## src/rtl/mem_copy_dma.sv

```systemverilog
// Single-channel block-RAM copy/fill engine that shares the CPU's RAM port while busy.
// Copy alternates read/write cycles against the one-cycle read latency; fill writes every cycle.
module mem_copy_dma #(
    parameter int SIZE  = 14,
    parameter int LEN_W = SIZE + 1
) (
    input  logic             i_clk,
    input  logic             i_rst_n,
    input  logic             i_start,
    input  logic             i_mode,
    input  logic [SIZE-1:0]  i_src_addr,
    input  logic [SIZE-1:0]  i_dst_addr,
    input  logic [LEN_W-1:0] i_len,
    input  logic [31:0]      i_fill_value,
    output logic             o_busy,
    output logic             o_done,
    output logic [LEN_W-1:0] o_words_done,
    output logic             o_wrEn,
    output logic [SIZE-1:0]  o_addr_toRAM,
    output logic [31:0]      o_data_toRAM,
    input  logic [31:0]      i_data_fromRAM
);

    typedef enum logic [2:0] {
        S_IDLE = 3'd0,
        S_RD   = 3'd1,
        S_WR   = 3'd2,
        S_FILL = 3'd3,
        S_FIN  = 3'd4
    } state_t;

    state_t           r_state;
    state_t           w_state_nxt;
    logic [SIZE-1:0]  r_src_ptr;
    logic [SIZE-1:0]  r_dst_ptr;
    logic [LEN_W-1:0] r_remaining;
    logic [LEN_W-1:0] r_words_done;
    logic [31:0]      r_fill_value;
    logic             w_last;

    assign w_last       = (r_remaining == LEN_W'(1'b1));
    assign o_words_done = r_words_done;

    // State register
    always_ff @(posedge i_clk or negedge i_rst_n) begin
        if (!i_rst_n) begin
            r_state <= S_IDLE;
        end else begin
            r_state <= w_state_nxt;
        end
    end

    // Transfer parameters and progress; the mode is carried by the RD/FILL branch taken
    always_ff @(posedge i_clk or negedge i_rst_n) begin
        if (!i_rst_n) begin
            r_src_ptr    <= {SIZE{1'b0}};
            r_dst_ptr    <= {SIZE{1'b0}};
            r_remaining  <= {LEN_W{1'b0}};
            r_words_done <= {LEN_W{1'b0}};
            r_fill_value <= 32'h0000_0000;
        end else begin
            case (r_state)
                S_IDLE: begin
                    if (i_start) begin
                        r_src_ptr    <= i_src_addr;
                        r_dst_ptr    <= i_dst_addr;
                        r_remaining  <= i_len;
                        r_words_done <= {LEN_W{1'b0}};
                        r_fill_value <= i_fill_value;
                    end
                end
                S_RD: begin
                    r_src_ptr <= r_src_ptr + SIZE'(1'b1);
                end
                S_WR, S_FILL: begin
                    r_dst_ptr    <= r_dst_ptr + SIZE'(1'b1);
                    r_remaining  <= r_remaining - LEN_W'(1'b1);
                    r_words_done <= r_words_done + LEN_W'(1'b1);
                end
                default: begin
                end
            endcase
        end
    end

    // Next-state logic
    always_comb begin
        w_state_nxt = r_state;
        case (r_state)
            S_IDLE: begin
                if (!i_start) begin
                    w_state_nxt = S_IDLE;
                end else if (i_len == {LEN_W{1'b0}}) begin
                    w_state_nxt = S_FIN;
                end else if (i_mode) begin
                    w_state_nxt = S_FILL;
                end else begin
                    w_state_nxt = S_RD;
                end
            end
            S_RD:    w_state_nxt = S_WR;
            S_WR:    w_state_nxt = w_last ? S_FIN : S_RD;
            S_FILL:  w_state_nxt = w_last ? S_FIN : S_FILL;
            S_FIN:   w_state_nxt = S_IDLE;
            default: w_state_nxt = S_IDLE;
        endcase
    end

    // RAM port and status decode; read data passes straight through only in WR
    always_comb begin
        o_busy       = 1'b0;
        o_done       = 1'b0;
        o_wrEn       = 1'b0;
        o_addr_toRAM = {SIZE{1'b0}};
        o_data_toRAM = 32'h0000_0000;
        case (r_state)
            S_RD: begin
                o_busy       = 1'b1;
                o_addr_toRAM = r_src_ptr;
            end
            S_WR: begin
                o_busy       = 1'b1;
                o_wrEn       = 1'b1;
                o_addr_toRAM = r_dst_ptr;
                o_data_toRAM = i_data_fromRAM;
            end
            S_FILL: begin
                o_busy       = 1'b1;
                o_wrEn       = 1'b1;
                o_addr_toRAM = r_dst_ptr;
                o_data_toRAM = r_fill_value;
            end
            S_FIN: begin
                o_done = 1'b1;
            end
            default: begin
            end
        endcase
    end

endmodule

```

## config.mk

```make
export PLATFORM = sky130hd
export DESIGN_NAME = mem_copy_dma
export DESIGN_NICKNAME = d
export VERILOG_FILES = /design/src/rtl/mem_copy_dma.sv
export SDC_FILE = /design/constraint.sdc
export NUM_CORES = 1
export LEC_CHECK = 0
export BUFFER_PORTS_ARGS = -buffer_cell sky130_fd_sc_hd__buf_2
export CAP_MARGIN = 25
export CORE_MARGIN = 3
export CORE_UTILIZATION = 46
export DETAILED_ROUTE_END_ITERATION = 16
export GPL_TIMING_DRIVEN = 0
export HOLD_SLACK_MARGIN = 0.1
export PLACE_DENSITY = 0.84
export SYNTH_ARGS = -nofsm -noshare
export SYNTH_HDL_FRONTEND = slang
export SYNTH_SLANG_ARGS = --single-unit
export TNS_END_PERCENT = 20
```

## constraint.sdc

```tcl
create_clock -name i_clk -period 1.7 [get_ports i_clk]
set_input_delay 0.17 -clock i_clk [delete_from_list [all_inputs] [get_ports i_clk]]
set_output_delay 0.17 -clock i_clk [all_outputs]
set_load 0.01 [all_outputs]
```

==> flow_metrics.tcl <==
set metrics [dict create \
    critPathLaunchType "flip-flop" \
    cts_buffers 9 \
    hold_ws_ns 0.115 \
    path_cells "buf_6 > buf_8 > buf_12 > buf_12 > mux2i_1 > nor2_1 > buf_2" \
    dr.pass1.iters 7 \
    netlist_instances 599 \
    grt_util_met2_pct 47.2 \
    vias 6002 \
    synth_area_per_cell_um2 8.80 \
    grt_usage_pct 28.2 \
    violations "negative setup slack" \
    place_hpwl_mm 12.1 \
    status "finished with violations" \
    grt_pass1_vias 5690 \
    end_kind "output pin" \
    drv_slew 0 \
    cpMaxStageDelayCell "dfrtp_1" \
    yosysTopAreaCellShare_pct 44.2 \
    core_um2 11000 \
    io-pin-count 175 \
    cts.sinks 93 \
    htreeDepth 3 \
    cap_violations 0 \
    dp.cells 914 \
    path_clk_slew_ns 0.07 \
    synth_edf_count 0 \
    start_util_pct 47.8 \
    syn_area_um2 5270 \
    p_per_area_nw_per_um2 1820 \
    drive_gt1_share_pct 36.8 \
    routedWlPerCell_um 19.2 \
    synth_commonest_cells "nand2_1, dfrtp_1, nor2_1, mux2i_1" \
    cts_root_buf "clkbuf_16" \
    finalSetupTns_ns -6.57 \
    synth-async-reset-ratio_pct 100 \
    stdcell_count 1015 \
    synthDistinctLibCells 68 \
    syn_to_final_growth_pct 50.1 \
    drc 0 \
    finalHoldViolCount 0 \
    ys_ff_latch 93 \
    critPathTopFamily "buffers and inverters" \
    postRouteWirelength_mm 19.5 \
    slowest_delay_ns 0.41 \
    synthFlopType "dfrtp_1" \
    yosys_warnings 0 \
    slew_headroom_pct 64.4 \
    rsz0062_at_grt "yes" \
    antenna_found_initial 1 \
    grt_util_met1_pct 36.3 \
    fin_ws_ns -0.176 \
    via_per_inst 5.91 \
    skew_ns 0.00682 \
    crit_path_frequent_cell "buf_12" \
    dieWidth_um 113 \
    io_buffer_count 174 \
    synthTopCellsByArea "dfrtp_1, nand2_1, mux2i_1" \
    leakagePower_nw 3.83 \
    min_period_ns 1.88 \
    setup_viol 93 \
    drtAntennaViolNets 0 \
    fill_cells 791 \
    grt_max_degree 55 \
    clk_latency_ns 0.34 \
    cts_buffer_depth 2 \
    max_freq_mhz 533 \
    cp_max_fo 7 \
    drt_iter0_markers 532 \
    hold_class "in -> reg" \
    peakVddDrop_v 0.000927 \
    rows 38 \
    worst_pin_slew_ns 0.535 \
    syn_nets 715 \
    yosysTopAreaCell "dfrtp_1" \
    top_usage_layer "met2" \
    nNetsFinal 985 \
    period_share_pct 110 \
    cts_tree "built" \
    cp.required_ns 1.53 \
    arrival_ns 1.71 \
    grt_pass1_wl_mm 28.7 \
    grt_use_met3_pct 4.76 \
    grt_overflow 0 \
    seq_area_frac_synth_pct 44.2 \
    die_h_um 113 \
    yosysMostFrequentCell "nand2_1" \
    cp_num_buf_inv 5 \
    dp_slack_ns -0.592 \
    die_area_um2 12800 \
    path_class "reg -> out" \
    gp_congestion 0.919 \
]
-- where the power goes --
part	total, mW	leakage (nW)	switching (mW)	internal [mW]
clock	1.88	0.126	0.880	0.997
combinational	8.21	2.59	4.24	3.97
sequential	4.31	1.12	1.13	3.18
total	14.4	3.83	6.25	8.14
-- per-layer routing --
metal	wire length [um]	up-vias	part of all wire, %
li1	-	2696	-
met1	7420	2857	38
met2	9770	363	50
met3	1510	86	7.8
met4	756	0	3.9
met5	0	-	0
-- layout by cell type, fill, tap and decap left out, types with 10 or more instances in the layout --
master | synthesis | final
nand2_1 | 136 | 128
dfrtp_1 | 93 | 86
nand3_1 | 12 | 11
mux2i_1 | 36 | 31
clkbuf_16 | 0 | 10
nor2_1 | 76 | 73
a22o_1 | 11 | 11
o21ai_0 | 18 | 14
buf_4 | 2 | 37
buf_2 | 17 | 173
nor3_1 | 18 | 17
a21oi_1 | 18 | 17
dlygate4sd3_1 | 0 | 45
a211oi_1 | 15 | 14
buf_6 | 2 | 17
-- cells by family after synthesis --
logic type / after synthesis / share of synthesized area, %
XOR/XNOR: 5 / 0.831
adder cells (fa/ha/maj): 5 / 1.19
AND/OR/NAND/NOR: 298 / 26.7
flip-flops: 93 / 44.2
buffers and inverters: 42 / 3.82
AO/OA/AOI/OAI: 120 / 16.5
multiplexers: 36 / 6.84
-- path summary, 6_finish.rpt --
path | startpoint | endpoint | slack [ns] | cells after the start
max in group asynchronous | i_rst_n | r_state[1] | 0.69 | 3
min in group asynchronous | i_rst_n | r_src_ptr[9] | 0.35 | 2
setup / recovery | r_state[0] | o_data_toRAM[20] | -0.18 | 7
setup reg to reg | r_state[1] | r_src_ptr[8] | -0.14 | 5
hold reg to reg | r_fill_value[12] | r_fill_value[12] | 0.48 | 2
hold / removal | i_src_addr[8] | r_src_ptr[8] | 0.11 | 3
-- worst min-delay path: stages --
cell,delay (ns)
buf_2,0.09
nor2_1,0.09
a211oi_1,0.06
-- sequential cells by signal (all words and copies together), names as in the netlist --
| signal | cells |
|---|---|
| o_words_done | 15 |
| r_src_ptr | 14 |
| r_dst_ptr | 14 |
| r_fill_value | 32 |
| r_remaining | 15 |
| r_state | 3 |
-- through the flow --
| stage | power [mW] | util [%] | area [um2] |
|---|---|---|---|
| 2_1_floorplan | 7.96 | - | 5270 |
| 3_3_place_gp | 9.92 | 57.3 | 6320 |
| 3_5_place_dp | 10.1 | 57.5 | 6350 |
| 4_1_cts | 13.1 | 67.7 | 7460 |
| 5_1_grt | 15.2 | 71.7 | 7910 |
| 6_report | 14.4 | 71.7 | 7910 |
-- final cells by class --
type / instances / area [um2] / area share, %
multi-input cells: 464 / 2940 / 37.1
flip-flops and latches: 93 / 2340 / 29.5
repair buffers: 260 / 1750 / 22.2
plain buffers: 34 / 408 / 5.16
clock buffers: 11 / 233 / 2.94
well taps: 140 / 175 / 2.21
clock inverters: 5 / 37.5 / 0.474
inverters: 7 / 31.3 / 0.395
diodes: 1 / 2.50 / 0.0316
-- what timing repair did --
item                                   in CTS  in global routing
buffers inserted                           15                 22
setup endpoints to repair                 139                138
cloned                                      2                  2
resized for setup                          70                 85
endpoints found under the hold margin      83                  0
pin swaps                                  10                 21
hold buffers                               45                  0
(Power assumes the default switching activity.)
